`src/rtl/cpu_clk_ctrl.sv`:
```
// cpu_clk_ctrl: run-rate controller for the MIPS core.
// Issues a registered one-cycle cpu_en pulse in pause, slow, fast or single-step mode.
// Divider changes take effect only on a period boundary. Halt requests from the core are honoured.
`timescale 1ns/1ps
module cpu_clk_ctrl #(
    parameter int unsigned CNT_W      = 24,
    parameter int unsigned DIV_FAST   = 4,
    parameter int unsigned DIV_SLOW   = 1000000,
    parameter int unsigned DEB_CYCLES = 16
) (
    input  logic        CLK,
    input  logic        RST_n,
    input  logic [1:0]  mode,
    input  logic        step_btn,
    input  logic        halt_req,
    input  logic        resume,
    output logic        cpu_en,
    output logic [1:0]  state,
    output logic [31:0] en_count
);

    typedef enum logic [1:0] {
        StIdle     = 2'b00,
        StRun      = 2'b01,
        StStepWait = 2'b10,
        StHalted   = 2'b11
    } state_e;

    localparam logic [CNT_W-1:0] DivFast = CNT_W'(DIV_FAST);
    localparam logic [CNT_W-1:0] DivSlow = CNT_W'(DIV_SLOW);
    localparam logic [CNT_W-1:0] CntOne  = CNT_W'(1);
    localparam logic [7:0]       DebLast = 8'(DEB_CYCLES - 1);

    logic             sync1_q, sync2_q;
    logic             filt_q;
    logic             step_pulse_q;
    logic [7:0]       deb_cnt_q;

    state_e           state_q;
    logic [CNT_W-1:0] cnt_q;
    logic [CNT_W-1:0] div_q;
    logic             cpu_en_q;
    logic [31:0]      en_count_q;
    logic             boundary;
    logic             run_mode;

    // Divider selected by a run mode (only called with 01 or 10)
    function automatic logic [CNT_W-1:0] div_for(input logic [1:0] m);
        return (m == 2'b01) ? DivSlow : DivFast;
    endfunction

    assign boundary = (cnt_q == (div_q - CntOne));
    assign run_mode = (mode == 2'b01) || (mode == 2'b10);

    // Synchronise and debounce step_btn; emit one pulse per accepted rising level
    always_ff @(posedge CLK or negedge RST_n) begin
        if (!RST_n) begin
            sync1_q      <= 1'b0;
            sync2_q      <= 1'b0;
            filt_q       <= 1'b0;
            deb_cnt_q    <= 8'd0;
            step_pulse_q <= 1'b0;
        end else begin
            sync1_q      <= step_btn;
            sync2_q      <= sync1_q;
            step_pulse_q <= 1'b0;
            if (sync2_q != filt_q) begin
                if (deb_cnt_q == DebLast) begin
                    filt_q       <= sync2_q;
                    deb_cnt_q    <= 8'd0;
                    step_pulse_q <= sync2_q;
                end else begin
                    deb_cnt_q <= deb_cnt_q + 8'd1;
                end
            end else begin
                deb_cnt_q <= 8'd0;
            end
        end
    end

    // Run-rate FSM with period counter and registered enable/count outputs
    always_ff @(posedge CLK or negedge RST_n) begin
        if (!RST_n) begin
            state_q    <= StIdle;
            cnt_q      <= '0;
            div_q      <= DivFast;
            cpu_en_q   <= 1'b0;
            en_count_q <= 32'd0;
        end else begin
            cpu_en_q <= 1'b0;
            case (state_q)
                StIdle: begin
                    cnt_q <= '0;
                    if (run_mode) div_q <= div_for(mode);
                    if (halt_req)           state_q <= StHalted;
                    else if (run_mode)      state_q <= StRun;
                    else if (mode == 2'b11) state_q <= StStepWait;
                end
                StRun: begin
                    if (halt_req) begin
                        cnt_q   <= '0;
                        state_q <= StHalted;
                    end else if (boundary) begin
                        cnt_q      <= '0;
                        cpu_en_q   <= 1'b1;
                        en_count_q <= en_count_q + 32'd1;
                        if (run_mode)           div_q   <= div_for(mode);
                        if (mode == 2'b00)      state_q <= StIdle;
                        else if (mode == 2'b11) state_q <= StStepWait;
                    end else begin
                        cnt_q <= cnt_q + CntOne;
                    end
                end
                StStepWait: begin
                    cnt_q <= '0;
                    if (halt_req) begin
                        state_q <= StHalted;
                    end else begin
                        // A step right after a boundary pulse is dropped so cpu_en never
                        // stays high on two consecutive cycles.
                        if (step_pulse_q && !cpu_en_q) begin
                            cpu_en_q   <= 1'b1;
                            en_count_q <= en_count_q + 32'd1;
                        end
                        if (mode != 2'b11) state_q <= StIdle;
                    end
                end
                StHalted: begin
                    cnt_q <= '0;
                    if (resume && !halt_req) state_q <= StIdle;
                end
                default: state_q <= StIdle;
            endcase
        end
    end

    assign cpu_en   = cpu_en_q;
    assign state    = state_q;
    assign en_count = en_count_q;

endmodule
```
`config.mk`:
```
export PLATFORM = sky130hd
export DESIGN_NAME = cpu_clk_ctrl
export DESIGN_NICKNAME = d
export VERILOG_FILES = /design/src/rtl/cpu_clk_ctrl.sv
export SDC_FILE = /design/constraint.sdc
export NUM_CORES = 1
export LEC_CHECK = 0
export ABC_AREA = 1
export CAP_MARGIN = 20
export CORE_MARGIN = 2
export CORE_UTILIZATION = 30
export CTS_CLUSTER_DIAMETER = 60
export DETAILED_ROUTE_END_ITERATION = 10
export HOLD_SLACK_MARGIN = 0.06
export MAX_ROUTING_LAYER = met4
export REMOVE_ABC_BUFFERS = 1
export SETUP_SLACK_MARGIN = 0.4
export SLEW_MARGIN = 20
export SYNTH_ARGS = -nofsm -noshare
export SYNTH_HDL_FRONTEND = slang
export SYNTH_SLANG_ARGS = --single-unit
```
`constraint.sdc`:
```
create_clock -name CLK -period 3.7 [get_ports CLK]
set_clock_uncertainty 0.15 [all_clocks]
set_input_delay 0.555 -clock CLK [delete_from_list [all_inputs] [get_ports CLK]]
set_output_delay 0.555 -clock CLK [all_outputs]
set_load 0.01 [all_outputs]
```
==> summary.txt, run 1 <==
critical path type -> register to register
Design Power -> 2.50 mW
Final setup viols -> 0
Util after Layout -> 0.363
area grow syn2layout -> 19.1%
post-layout instance count excluding filler cells -> 881
fin nets -> 707
Data arrival, critical path -> 2.81 ns
CTS sink count -> 73
flops & latches, synth -> 73
GPL Wtd Cong -> 0.873
Worst setup EP type -> register
vias in the first global route -> 4003
Worst VDD drop -> 0.277 mV
synth warn -> 0
most common cell after layout, fill and taps aside -> nand2_1
Post-Syn Area -> 0.00460 mm²
Bufs and invs on worst path -> 1
initial core utilization -> 0.305
antenna-violating nets left -> 0
Setup TNS -> 0 ns
fmax -> 0.367 GHz
initial antenna violation count -> 0
number of synthesized flops with an enable pin -> 0
Post-synth top flop -> dfrtp_1
I/O pin cnt -> 42
Post-synth ARST share -> 1.00
first-pass GRT wire length -> 19.5 mm
Sw Share -> 0.383
flop2flop setup slack -> 0.98 ns
DR vias/cell -> 4.74
post_cts resized -> 0
TritonCTS Buffers -> 9
Crit-path slowest cell -> dfstp_2
dpl cells -> 864
Post-CTS Setup Repair Bufs -> 0
GRT Residual Overflow -> 0
Fillers -> 1598
startpoint class of the critical path -> register
RSZ-0062 raised after global routing -> false
CP Cell Sequence -> inv_1, ha_1, nor2_1, nand3_1, o21ai_1, nand3_2, nand2_4, nand3_2, nand2_1, nand2_1
1st-pass router iterations -> 4
peak per-stage delay on the critical path -> 0.55 ns
All-Layer GR Usage -> 0.153
PD cells -> 458 mW/mm²
largest net degree at the start of global routing -> 74
drt initial violations -> 214
IO buf count -> 41
Clock Tree Buf Depth -> 2
count of max-cap constraint violations -> 0
H-tree depth -> 3
Slew Limit Fails -> 0
DRT Wirelength -> 11.4 mm
share of post-route cells with drive strength above 1 -> 0.0534
Hold WC Path Type -> input pin to async pin
Slew @ Worst Pin -> 0.696 ns
Syn Inst Count -> 650
# rows -> 45
commonest cells after routing, fill and taps aside -> nand2_1 (179), nor2_1 (99), inv_1 (80)
CTS tree -> done
Worst path top cell family by delay -> simple AND/OR/NAND/NOR gates
Net Switching -> 0.958 mW
Synth cell types -> 31
Via Count -> 4180
routed length per placed instance -> 13.0 µm
clock latency on the worst-skew pair -> 0.35 ns
CP max FO -> 53
Final period util -> 0.736
Worst Path Required -> 3.79 ns
relative slew slack -> 0.536
DP Wirelength -> 8.06 mm
Flop pwr share -> 0.368
core area -> 0.0151 mm²
Clock Pin Slew Worst Setup and Hold Paths -> 0.06 ns
Seq/Total Area, Yosys -> 0.398
P_leak -> 2.33 nW
final hold slack -> 0.0382 ns
clock share of power -> 0.333
root buffer cell -> clkbuf_16
Post-Syn Area per Cell -> 7.07 µm²
chip width -> 128 µm
DRC violations left -> 0
cts hold-fix bufs -> 0
status -> finished clean
die area -> 0.0163 mm²
internal power -> 1.55 mW
crit path time final -> 2.72 ns
Comb pwr share -> 0.298
Hold Fails Final Rpt -> 0
ant diodes -> 0
Chip Height -> 128 µm
## stage by stage
step / setup WS [ns] / cell area, µm²
after global placement: 0.998 / 5170
after floorplan: -0.0915 / 4500
after global routing: 0.691 / 5470
final: 0.978 / 5470
after CTS: 0.947 / 5450
after detailed placement: 0.957 / 5170
## area by class of cell
| cell class | count | area [µm²] | area share |
|---|---|---|---|
| inverters | 83 | 312 | 0.0569 |
| multi-input cells | 477 | 2370 | 0.433 |
| flip-flops and latches | 73 | 1830 | 0.334 |
| clock inverters | 7 | 57.6 | 0.0105 |
| repair buffers | 44 | 443 | 0.0809 |
| well taps | 188 | 235 | 0.0430 |
| clock buffers | 9 | 225 | 0.0412 |
## cell usage after synthesis, types with 2 or more instances
cell / instances / share of area
nand2_1: 179 / 0.15
nor2_1: 99 / 0.081
inv_1: 80 / 0.065
dfrtp_1: 72 / 0.39
nand4_1: 51 / 0.069
nand3_1: 44 / 0.048
nor3_1: 19 / 0.021
xor2_1: 18 / 0.034
ha_1: 12 / 0.033
buf_2: 10 / 0.011
o21ai_0: 8 / 0.0087
xnor2_1: 8 / 0.015
a21oi_1: 7 / 0.0076
nor2_2: 6 / 0.0082
o21ai_1: 5 / 0.0054
buf_4: 4 / 0.0065
nand3_2: 4 / 0.0087
inv_2: 3 / 0.0024
nand3b_1: 3 / 0.0049
o22ai_1: 3 / 0.0041
a31oi_1: 2 / 0.0027
and2_1: 2 / 0.0027
clkbuf_1: 2 / 0.0016
nor4_1: 2 / 0.0027
## per-layer routing
| metal | share of wire | track usage | vias up |
|---|---|---|---|
| met2 | 0.45 | 0.235 | 80 |
| li1 | - | - | 2170 |
| met4 | 0.018 | 0.0575 | 0 |
| met1 | 0.50 | 0.201 | 1915 |
| met5 | 0 | - | - |
| met3 | 0.034 | 0.0288 | 15 |
## flip-flops by register name, indices dropped and copies added, names as in the netlist
register	cells
cnt_q	24
div_q	2
en_count	32
filt_q	1
cpu_en	1
state	2
sync2_q	1
step_pulse_q	1
deb_cnt_q	8
sync1_q	1
## final timing paths
check                              start     endpoint  depth (start not counted)
worst max register to register  div_q[2]  en_count[2]                         10
worst max-delay path            div_q[2]  en_count[2]                         10
min in group CLK                 sync1_q      sync2_q                          0
max in group asynchronous          RST_n     div_q[2]                          2
worst min register to register   sync1_q      sync2_q                          0
worst min-delay path               RST_n    cnt_q[21]                          1
## power groups by stage
stage | Sequential, mW | Combinational [mW] | Clock, mW
2_1_floorplan | 0.934 | 0.472 | 0
3_3_place_gp | 0.934 | 0.744 | 0
3_5_place_dp | 0.934 | 0.748 | 0
4_1_cts | 0.920 | 0.750 | 0.853
5_1_grt | 0.930 | 0.845 | 0.886
6_report | 0.922 | 0.747 | 0.835
## kinds of logic (layout without fill, tap and decap cells)
| group | count (synthesis) | count (layout) | share of synthesized area |
|---|---|---|---|
| compound gates | 27 | 27 | 0.0324 |
| xor+xnor | 26 | 26 | 0.0495 |
| fa+ha+maj | 12 | 12 | 0.0327 |
| buf+inv | 100 | 143 | 0.0893 |
| flops | 73 | 73 | 0.398 |
| simple gates | 412 | 412 | 0.398 |
No activity file was read; power rests on OpenSTA's default activity.
==> inputs of run 2 (changes only) <==
==> constraint.sdc (replaced) <==
create_clock -name CLK -period 2.2 [get_ports CLK]
set_clock_uncertainty 0.15 [all_clocks]
set_input_delay 0.33 -clock CLK [delete_from_list [all_inputs] [get_ports CLK]]
set_output_delay 0.33 -clock CLK [all_outputs]
set_load 0.01 [all_outputs]
==> summary.txt, run 2 (same netlist as run 1, synthesis figures left out) <==
status -> finished clean
dpl cells -> 881
CTS sink count -> 73
Crit-path slowest cell -> dfstp_2
chip width -> 128 µm
RSZ-0062 raised after global routing -> true
worst-case reg-to-reg path depth -> 14
Chip Height -> 128 µm
GRT Residual Overflow -> 0
CP max FO -> 27
crit path time final -> 2.16 ns
Worst VDD drop -> 0.528 mV
most common cell after layout, fill and taps aside -> nand2_1
die area -> 0.0163 mm²
root buffer cell -> clkbuf_16
first-pass GRT wire length -> 20.5 mm
area grow syn2layout -> 34.2%
critical path type -> register to register
post-layout instance count excluding filler cells -> 921
Hold WC Path Type -> register to register
# rows -> 45
GPL Wtd Cong -> 0.883
Clock Pin Slew Worst Setup and Hold Paths -> 0.06 ns
Worst path top cell family by delay -> simple AND/OR/NAND/NOR gates
routed length per placed instance -> 13.2 µm
Data arrival, critical path -> 2.24 ns
largest net degree at the start of global routing -> 51
DRT Wirelength -> 12.2 mm
fmax -> 0.464 GHz
PD cells -> 871 mW/mm²
1st-pass router iterations -> 4
commonest cells after routing, fill and taps aside -> nand2_1 (172), nor2_1 (99), inv_1 (78)
fin nets -> 747
P_leak -> 2.94 nW
initial core utilization -> 0.305
relative slew slack -> 0.619
Setup TNS -> 0 ns
flop2flop setup slack -> 0.04 ns
antenna-violating nets left -> 0
Final setup viols -> 0
CTS tree -> done
count of max-cap constraint violations -> 0
drt initial violations -> 311
Slew Limit Fails -> 0
Final period util -> 0.980
vias in the first global route -> 4337
CP Cell Sequence -> inv_2, ha_4, inv_2, nand2_1, nand2_1, nor2_1, nand2_1, nor2_2, nand3_2, nand2_4, buf_12, nand3_1, nand2_1, nand2_1
Most common cell on crit path -> nand2_1
core area -> 0.0151 mm²
Via Count -> 4420
clock latency on the worst-skew pair -> 0.34 ns
ant diodes -> 0
All-Layer GR Usage -> 0.161
Critical Path Stages -> 14
share of post-route cells with drive strength above 1 -> 0.150
Clock Tree Buf Depth -> 2
worst hold stages -> 0
Fillers -> 1527
Hold Fails Final Rpt -> 0
Bufs and invs on worst path -> 3
Slew @ Worst Pin -> 0.571 ns
I/O pin cnt -> 42
TritonCTS Buffers -> 9
H-tree depth -> 3
startpoint class of the critical path -> register
IO buf count -> 41
DR vias/cell -> 4.80
Worst setup EP type -> register
Worst Path Required -> 2.28 ns
DRC violations left -> 0
DP Wirelength -> 8.42 mm
number of flip-flops in the largest register -> 32
initial antenna violation count -> 0
peak per-stage delay on the critical path -> 0.53 ns
==> run 2: changes by cell type in the layout (fill, tap and decap cells not counted), moves of 4 or more <==
| cell | before | now |
|---|---|---|
| buf_12 | 1 | 9 |
| buf_4 | 3 | 28 |
| bufinv_16 | 0 | 4 |
| clkdlybuf4s50_1 | 40 | 11 |
| clkinv_4 | 4 | 0 |
| dfrtp_1 | 72 | 57 |
| dfrtp_2 | 0 | 15 |
| dlygate4sd2_1 | 0 | 16 |
| dlymetal6s2s_1 | 0 | 13 |
| nand2_1 | 179 | 172 |
| nand2_2 | 0 | 6 |
| nor3_1 | 19 | 15 |
| nor3_2 | 0 | 4 |
==> run 2: area by class of cell <==
type                            count  area [µm²]  share of cell area
Inverter                           83         312              0.0505
Timing Repair Buffer               83         916               0.149
Tap cell                          188         235              0.0381
Sequential cell                    73        1850               0.299
Multi-Input combinational cell    478        2480               0.402
Clock inverter                      5         125              0.0203
Clock buffer                       11         253              0.0410
==> run 2: routing by layer <==
metal / track usage / wire [µm] / up-vias
li1: - / - / 2260
met1: 0.204 / 5770 / 2061
met2: 0.255 / 5820 / 86
met3: 0.0355 / 435 / 13
met4: 0.0543 / 163 / 0
met5: - / 0 / -
==> run 2: worst reg2reg max path, stage by stage (launching register included) <==
cell     delay (ns)
dfstp_2        0.53
inv_2          0.05
ha_4           0.26
inv_2          0.02
nand2_1        0.05
nand2_1        0.04
nor2_1         0.08
nand2_1        0.06
nor2_2         0.11
nand3_2        0.12
nand2_4        0.17
buf_12         0.19
nand3_1        0.11
nand2_1        0.07
nand2_1        0.04
==> run 2: what timing repair did <==
item | CTS | global route
gates cloned | 3 | 1
setup endpoints to repair | 88 | 79
hold buffers | 1 | 0
hold endpoints to repair | 39 | 0
buffers inserted | 13 | 6
gates resized for setup | 42 | 30
pin swaps | 1 | 8
==> run 2: final timing paths <==
path,end,start
min in group asynchronous,cnt_q[16],RST_n
worst min-delay path,sync2_q,sync1_q
worst min register to register,sync2_q,sync1_q
worst max-delay path,en_count[22],div_q[2]
worst max register to register,en_count[22],div_q[2]
max in group asynchronous,en_count[23],RST_n
==> run 2: power by group <==
| part | switching [mW] | internal [mW] | leakage (nW) | total, mW |
|---|---|---|---|---|
| Sequential | 0.0922 | 1.44 | 0.976 | 1.53 |
| Combinational | 1.10 | 0.879 | 1.77 | 1.98 |
| Clock | 0.580 | 1.28 | 0.186 | 1.86 |
==> run 2: metrics by stage <==
stage	worst slack (ns)	hold slack [ns]	utilization	instance area [µm²]	total power, mW
2_1_floorplan	-1.59	-0.116	-	4500	2.37
3_3_place_gp	0.00707	0.200	0.356	5370	3.05
3_5_place_dp	-0.0456	0.198	0.356	5370	3.07
4_1_cts	0.0470	0.210	0.398	6010	5.26
5_1_grt	-0.0807	0.228	0.409	6170	5.67
6_report	0.0441	0.204	0.409	6170	5.37
